### src/rtl/ssd_pkg.sv
// Shared constants for the seven-segment scan mux: active-low glyphs ({g,f,e,d,c,b,a}),
// the dash and blank codes, the all-off anode pattern and the scan FSM state type.
package ssd_pkg;

  localparam logic [6:0] c_SEG_BLANK = 7'b1111111;
  localparam logic [6:0] c_SEG_DASH  = 7'b0111111;
  localparam logic [3:0] c_ANODE_OFF = 4'b1111;

  // Element n is the glyph for value n (F first because concatenation is MSB-first).
  localparam logic [15:0][6:0] c_GLYPHS = {
    7'b0001110,  // F
    7'b0000110,  // E
    7'b0100001,  // d
    7'b1000110,  // C
    7'b0000011,  // b
    7'b0001000,  // A
    7'b0010000,  // 9
    7'b0000000,  // 8
    7'b1111000,  // 7
    7'b0000010,  // 6
    7'b0010010,  // 5
    7'b0011001,  // 4
    7'b0110000,  // 3
    7'b0100100,  // 2
    7'b1111001,  // 1
    7'b1000000   // 0
  };

  typedef enum logic {ST_BLANK, ST_DRIVE} scan_state_t;

endpackage

### src/rtl/ssd_hex_decoder.sv
// Combinational 4-bit to active-low 7-segment decode; zero latency, no flow control.
// Decimal mode (c_HEX_DEC = 9) shows a dash for 10-15, hex mode (15) shows A,b,C,d,E,F.
module ssd_hex_decoder #(
  parameter int c_HEX_DEC = 9
) (
  input  logic [3:0] i_Val,
  output logic [6:0] o_Seg
);
  import ssd_pkg::*;

  always_comb begin
    o_Seg = c_GLYPHS[i_Val];
    if (c_HEX_DEC == 9 && i_Val > 4'd9) begin
      o_Seg = c_SEG_DASH;
    end
  end

endmodule

### src/rtl/ssd_scan_mux.sv
// Four-digit multiplexed seven-segment driver with a blanked dead-time at the start of each slot.
// Outputs are registered (1 cycle behind internal state); free-running, no backpressure.
module ssd_scan_mux #(
  parameter int c_HEX_DEC     = 9,
  parameter int c_SLOT_CYCLES = 100000,
  parameter int c_DEADTIME    = 1000
) (
  input  logic       i_CLK,
  input  logic       i_RST,
  input  logic [3:0] i_Digit_1_val,
  input  logic [3:0] i_Digit_2_val,
  input  logic [3:0] i_Digit_3_val,
  input  logic [3:0] i_Digit_4_val,
  input  logic [3:0] i_DP_mask,
  input  logic       i_Blank_LZ,
  output logic [3:0] o_Anode,
  output logic [6:0] o_Segments,
  output logic       o_DP
);
  import ssd_pkg::*;

  localparam int                 c_CNT_W    = $clog2(c_SLOT_CYCLES);
  localparam logic [c_CNT_W-1:0] c_CNT_LAST = c_CNT_W'(c_SLOT_CYCLES - 1);
  localparam logic [c_CNT_W-1:0] c_CNT_DEAD = c_CNT_W'(c_DEADTIME);

  logic [c_CNT_W-1:0] r_cnt, w_cnt_nxt;
  logic [1:0]         r_idx, w_idx_nxt;
  scan_state_t        r_state, w_state_nxt;

  logic [3:0] r_snap_d1, r_snap_d2, r_snap_d3, r_snap_d4, r_snap_dp;
  logic       r_snap_lz;

  logic [3:0] r_anode, w_anode_nxt;
  logic [6:0] r_seg, w_seg_nxt;
  logic       r_dp, w_dp_nxt;

  logic       w_frame_start;
  logic       w_lz_blank;
  logic [3:0] w_cur_val;
  logic [6:0] w_dec_seg;

  assign w_frame_start = (r_cnt == '0) && (r_idx == 2'd0);

  always_ff @(posedge i_CLK or posedge i_RST) begin
    if (i_RST) begin
      r_cnt   <= '0;
      r_idx   <= 2'd0;
      r_state <= ST_BLANK;
    end else begin
      r_cnt   <= w_cnt_nxt;
      r_idx   <= w_idx_nxt;
      r_state <= w_state_nxt;
    end
  end

  // The whole frame displays one coherent snapshot, so digits never tear mid-scan.
  always_ff @(posedge i_CLK or posedge i_RST) begin
    if (i_RST) begin
      r_snap_d1 <= 4'd0;
      r_snap_d2 <= 4'd0;
      r_snap_d3 <= 4'd0;
      r_snap_d4 <= 4'd0;
      r_snap_dp <= 4'd0;
      r_snap_lz <= 1'b0;
    end else if (w_frame_start) begin
      r_snap_d1 <= i_Digit_1_val;
      r_snap_d2 <= i_Digit_2_val;
      r_snap_d3 <= i_Digit_3_val;
      r_snap_d4 <= i_Digit_4_val;
      r_snap_dp <= i_DP_mask;
      r_snap_lz <= i_Blank_LZ;
    end
  end

  always_comb begin
    w_cur_val  = r_snap_d4;
    w_lz_blank = 1'b0;
    case (r_idx)
      2'd0: begin
        w_cur_val  = r_snap_d1;
        w_lz_blank = r_snap_lz && (r_snap_d1 == 4'd0);
      end
      2'd1: begin
        w_cur_val  = r_snap_d2;
        w_lz_blank = r_snap_lz && (r_snap_d1 == 4'd0) && (r_snap_d2 == 4'd0);
      end
      2'd2: begin
        w_cur_val  = r_snap_d3;
        w_lz_blank = r_snap_lz && (r_snap_d1 == 4'd0) && (r_snap_d2 == 4'd0)
                     && (r_snap_d3 == 4'd0);
      end
      default: begin
        w_cur_val  = r_snap_d4;
        w_lz_blank = 1'b0;
      end
    endcase
  end

  ssd_hex_decoder #(
    .c_HEX_DEC(c_HEX_DEC)
  ) u_decoder (
    .i_Val(w_cur_val),
    .o_Seg(w_dec_seg)
  );

  always_comb begin
    w_cnt_nxt   = r_cnt + 1'b1;
    w_idx_nxt   = r_idx;
    w_state_nxt = r_state;
    if (r_cnt == c_CNT_LAST) begin
      w_cnt_nxt = '0;
      w_idx_nxt = r_idx + 2'd1;
    end
    w_state_nxt = (w_cnt_nxt < c_CNT_DEAD) ? ST_BLANK : ST_DRIVE;

    w_anode_nxt = c_ANODE_OFF;
    w_seg_nxt   = c_SEG_BLANK;
    w_dp_nxt    = 1'b1;
    if (r_state == ST_DRIVE) begin
      // Anode bit 3 is digit 1, so the active bit is the inverted index.
      w_anode_nxt[~r_idx] = 1'b0;
      w_seg_nxt           = w_lz_blank ? c_SEG_BLANK : w_dec_seg;
      w_dp_nxt            = ~(r_snap_dp[~r_idx] & ~w_lz_blank);
    end
  end

  always_ff @(posedge i_CLK or posedge i_RST) begin
    if (i_RST) begin
      r_anode <= c_ANODE_OFF;
      r_seg   <= c_SEG_BLANK;
      r_dp    <= 1'b1;
    end else begin
      r_anode <= w_anode_nxt;
      r_seg   <= w_seg_nxt;
      r_dp    <= w_dp_nxt;
    end
  end

  assign o_Anode    = r_anode;
  assign o_Segments = r_seg;
  assign o_DP       = r_dp;

endmodule
### config.mk
export PLATFORM = sky130hd
export DESIGN_NAME = ssd_scan_mux
export DESIGN_NICKNAME = d
export VERILOG_FILES = /design/src/rtl/ssd_pkg.sv /design/src/rtl/ssd_hex_decoder.sv /design/src/rtl/ssd_scan_mux.sv
export SDC_FILE = /design/constraint.sdc
export NUM_CORES = 1
export LEC_CHECK = 0
export BUFFER_PORTS_ARGS = -buffer_cell sky130_fd_sc_hd__buf_2
export CORE_ASPECT_RATIO = 0.6
export CORE_UTILIZATION = 41
export DETAILED_ROUTE_END_ITERATION = 12
export MAX_ROUTING_LAYER = met4
export PLACE_DENSITY_LB_ADDON = 0.2
export SLEW_MARGIN = 5
export SYNTH_ARGS = -nofsm -noshare
export SYNTH_HDL_FRONTEND = slang
export SYNTH_HIERARCHICAL = 1
export SYNTH_SLANG_ARGS = --single-unit
### constraint.sdc
create_clock -name i_CLK -period 3.14 [get_ports i_CLK]
set_input_delay 0.628 -clock i_CLK [delete_from_list [all_inputs] [get_ports i_CLK]]
set_output_delay 0.628 -clock i_CLK [all_outputs]
set_load 0.02 [all_outputs]
==> reports/qor.csv <==
stage,metric,value,unit
run_status,result of the run,completed,
clock_tree,Post-CTS Hold Fix Bufs,0,
die,die width,109,um
routing,Via density,5.38,
routing,final WL,5990,um
synth,Seq cells post-synth,53,
sta,worst slew pin tran,0.766,ns
setup_path,worst endpoint data arrival time,3.01,ns
layout,"commonest non-fill, non-tap cell in the layout",sky130_fd_sc_hd__dfrtp_1,
sta,final-report setup violation count,0,
routing,Antenna Violating Nets Remaining,0,
clock_tree,Clock Pin Slew Worst Setup and Hold Paths,0.07,ns
synth,Syn Area/Cell,11.6,um^2
routing,vias post-DR,1963,
sta,normalized max-slew margin,47.5,%
clock_tree,Post-CTS Setup Bufs,0,
global_routing,aggregate global routing overflow,0,
die,Floorplan Core Area,0.00668,mm^2
clock_tree,clock sink count,53,
setup_path,Max Fanout on Critical Path,7,
synth,syn_nets,282,
flow_run,MaxCap Viol Count,0,
setup_path,data required time at the worst endpoint,3.36,ns
power,peak ir drop on the vdd network,257,uV
clock_tree,level count of the clock H-tree,2,
setup_path,cell breakdown of the critical path,inv_1 -> ha_1 -> a222oi_1 -> mux2i_1 -> inv_1 -> ha_1 -> nor2b_2 -> o32a_2 -> or2_2,
global_routing,wire length of the first global-routing pass,9670,um
die,initial standard-cell utilization of the core,42.4,%
hold_path,Hold WC Path Type,primary input to async pin,
layout,nets,315,
global_routing,Overall Global Routing Usage,19.1,%
sta,max-slew violation count,0,
clock_tree,clock tree from TritonCTS,built,
synth,Cell variety after synth,57,
routing,number of remaining DRC errors,0,
sta,TNS Setup,0,ns
power,Pwr Density,420,mW/mm^2
clock_tree,number of gates resized after CTS,0,
synth,gate count after technology mapping,244,
setup_path,launching element type of the critical path,register,
power,leakage power total,1.39,nW
clock_tree,clk root buf,sky130_fd_sc_hd__clkbuf_16,
sta,share of the clock period used by the worst path after layout,89.0,%
routing,first-pass iteration count of the detailed router,5,
routing,routed length per placed instance,16.4,um
clock_tree,maximum buffer depth of the clock tree,2,
layout,share of layout cells above drive strength 1,33.8,%
setup_path,slowest cell delay on critical path,0.50,ns
placed_design,Port Buf Inserts,34,
synth,summed instance area of the synthesized netlist,0.00283,mm^2
synth,"Seq/Total Area, Yosys",47.3,%
synth,Post-synth top flop,sky130_fd_sc_hd__dfrtp_1,
setup_path,Crit Path Category,register to register,
placed_design,detailed-placement wirelength estimate,4550,um
die,top-level port count,35,
sta,max frequency,358,MHz
clock_tree,total clock buffers created by CTS,5,
setup_path,kind of capture point of the worst setup path,register,
routing,Starting DRT DRC Count,140,
layout,synth-to-layout area growth,13.4,%
sta,RSZ-0062 raised after global routing,no,
placed_design,placer congestion estimate,0.825,
layout,"top library cells by usage in the layout, fill and taps aside","sky130_fd_sc_hd__dfrtp_1 (41), sky130_fd_sc_hd__buf_2 (34), sky130_fd_sc_hd__mux2_2 (18), sky130_fd_sc_hd__ha_1 (15), sky130_fd_sc_hd__nand2_1 (14)",
clock_tree,"Clk Latency, worst-skew pair",0.29,ns
die,cell row count,23,
global_routing,maximum number of pins on one net before global-route repair,30,
layout,area occupied by multi-input gates,0.00136,mm^2
sta,shortest period the worst path allows,2.79,ns
global_routing,vias in the first global route,1768,
setup_path,Worst path slowest cell,sky130_fd_sc_hd__mux2i_1,
sta,final hold violation count,0,
layout,filler instances,636,
sta,post-route clock skew,0.00645,ns
layout,Seq. cell area,0.00134,mm^2
synth,"EDFF count, synth",0,
layout,final antenna diode count,0,
die,DIE AREA,0.00726,mm^2
synth,number of warning messages in the yosys log,6,
die,die outline height,66.4,um
global_routing,initial antenna violation count,0,
layout,Finished Core Util,48.1,%
synth,post-synthesis async set-or-reset flop share,100,%
==> report_power, final <==
| part | switching [mW] | internal, mW |
|---|---|---|
| clock | 0.241 | 0.319 |
| combinational | 0.0411 | 0.0401 |
| sequential | 0.0121 | 0.697 |
==> synthesized netlist by cell type, drive strengths merged, types with 2 or more instances <==
library cell / instances / area [um^2]
and4: 2 / 17.5
nand2: 14 / 52.6
nand2b: 7 / 46.3
inv: 13 / 48.8
mux2i: 4 / 40.0
a222oi: 4 / 40.0
a21oi: 3 / 15.0
or3: 2 / 12.5
nor2: 12 / 45.0
and2: 4 / 27.5
or2: 8 / 50.1
mux2: 21 / 236
nand3: 7 / 35.0
nor2b: 2 / 15.0
o21ai: 6 / 30.0
dfrtp: 41 / 1030
nor3: 2 / 10.0
or4: 4 / 33.8
xnor2: 4 / 35.0
o32a: 2 / 22.5
dfstp: 12 / 315
buf: 9 / 73.8
clkbuf: 2 / 7.51
xor2: 11 / 96.3
o211ai: 2 / 15.0
nand4: 4 / 25.0
nor4: 9 / 92.6
ha: 15 / 188
==> flip-flops by register name, indices dropped and copies added, names as in the netlist <==
signal / cells
o_Anode: 4
o_DP: 1
o_Segments: 7
r_cnt: 17
r_idx: 2
r_snap_d1: 4
r_snap_d2: 4
r_snap_d3: 4
r_snap_d4: 4
r_snap_dp: 4
r_snap_lz: 1
r_state: 1
==> layout make-up <==
type | count | area share (%)
clock buffers | 8 | 4.56
flip-flops and latches | 53 | 41.7
inverters | 13 | 1.52
multi-input cells | 167 | 42.4
well taps | 87 | 3.39
repair buffers | 37 | 6.39
==> path summary, 6_finish.rpt <==
kind	cells after the start	from	slack (ns)	to
min in group i_CLK	1	r_cnt[0]	0.49	r_cnt[0]
max in group asynchronous	3	i_RST	2.13	o_DP
worst min-delay path	2	i_RST	0.38	r_cnt[2]
worst min register to register	1	r_cnt[0]	0.49	r_cnt[0]
worst max register to register	9	r_idx[0]	0.35	o_Segments[3]
worst max-delay path	9	r_idx[0]	0.35	o_Segments[3]
==> stage by stage <==
step                      hold slack (ns)  setup slack [ns]  std cells  power [mW]  instance area (um^2)
after floorplan                     0.430             0.630        244       0.771                  2830
after CTS                           0.401             0.342        365        1.36                  3210
after global placement              0.485             0.494        357       0.803                  3070
final                               0.384             0.346        365        1.35                  3210
after detailed placement            0.476             0.362        357       0.803                  3070
after global routing                0.427             0.143        365        1.41                  3210
==> cell families after synthesis <==
family | count (synthesis) | synth area share, %
fa+ha+maj | 15 | 6.62
buf+inv | 24 | 4.59
compound gates | 30 | 8.65
flops | 53 | 47.3
xor+xnor | 15 | 4.64
mux | 26 | 10.6
simple gates | 81 | 17.6
==> layer usage <==
metal,vias to the layer above,track usage [%],share of wire [%],routed length (um)
met5,-,-,0,0
met4,0,4.50,0.90,54
met3,7,5.32,6.1,364
met2,54,21.3,35,2090
met1,965,31.4,58,3480
li1,937,-,-,-
==> worst max-delay path, delay by kind of cell, from the launching register on <==
family          cells  cell delay (ns)
flops               1             0.44
compound gates      2             0.42
fa+ha+maj           2             0.66
buf+inv             2             0.37
simple gates        2             0.33
mux                 1             0.50
(Power assumes the default switching activity.)
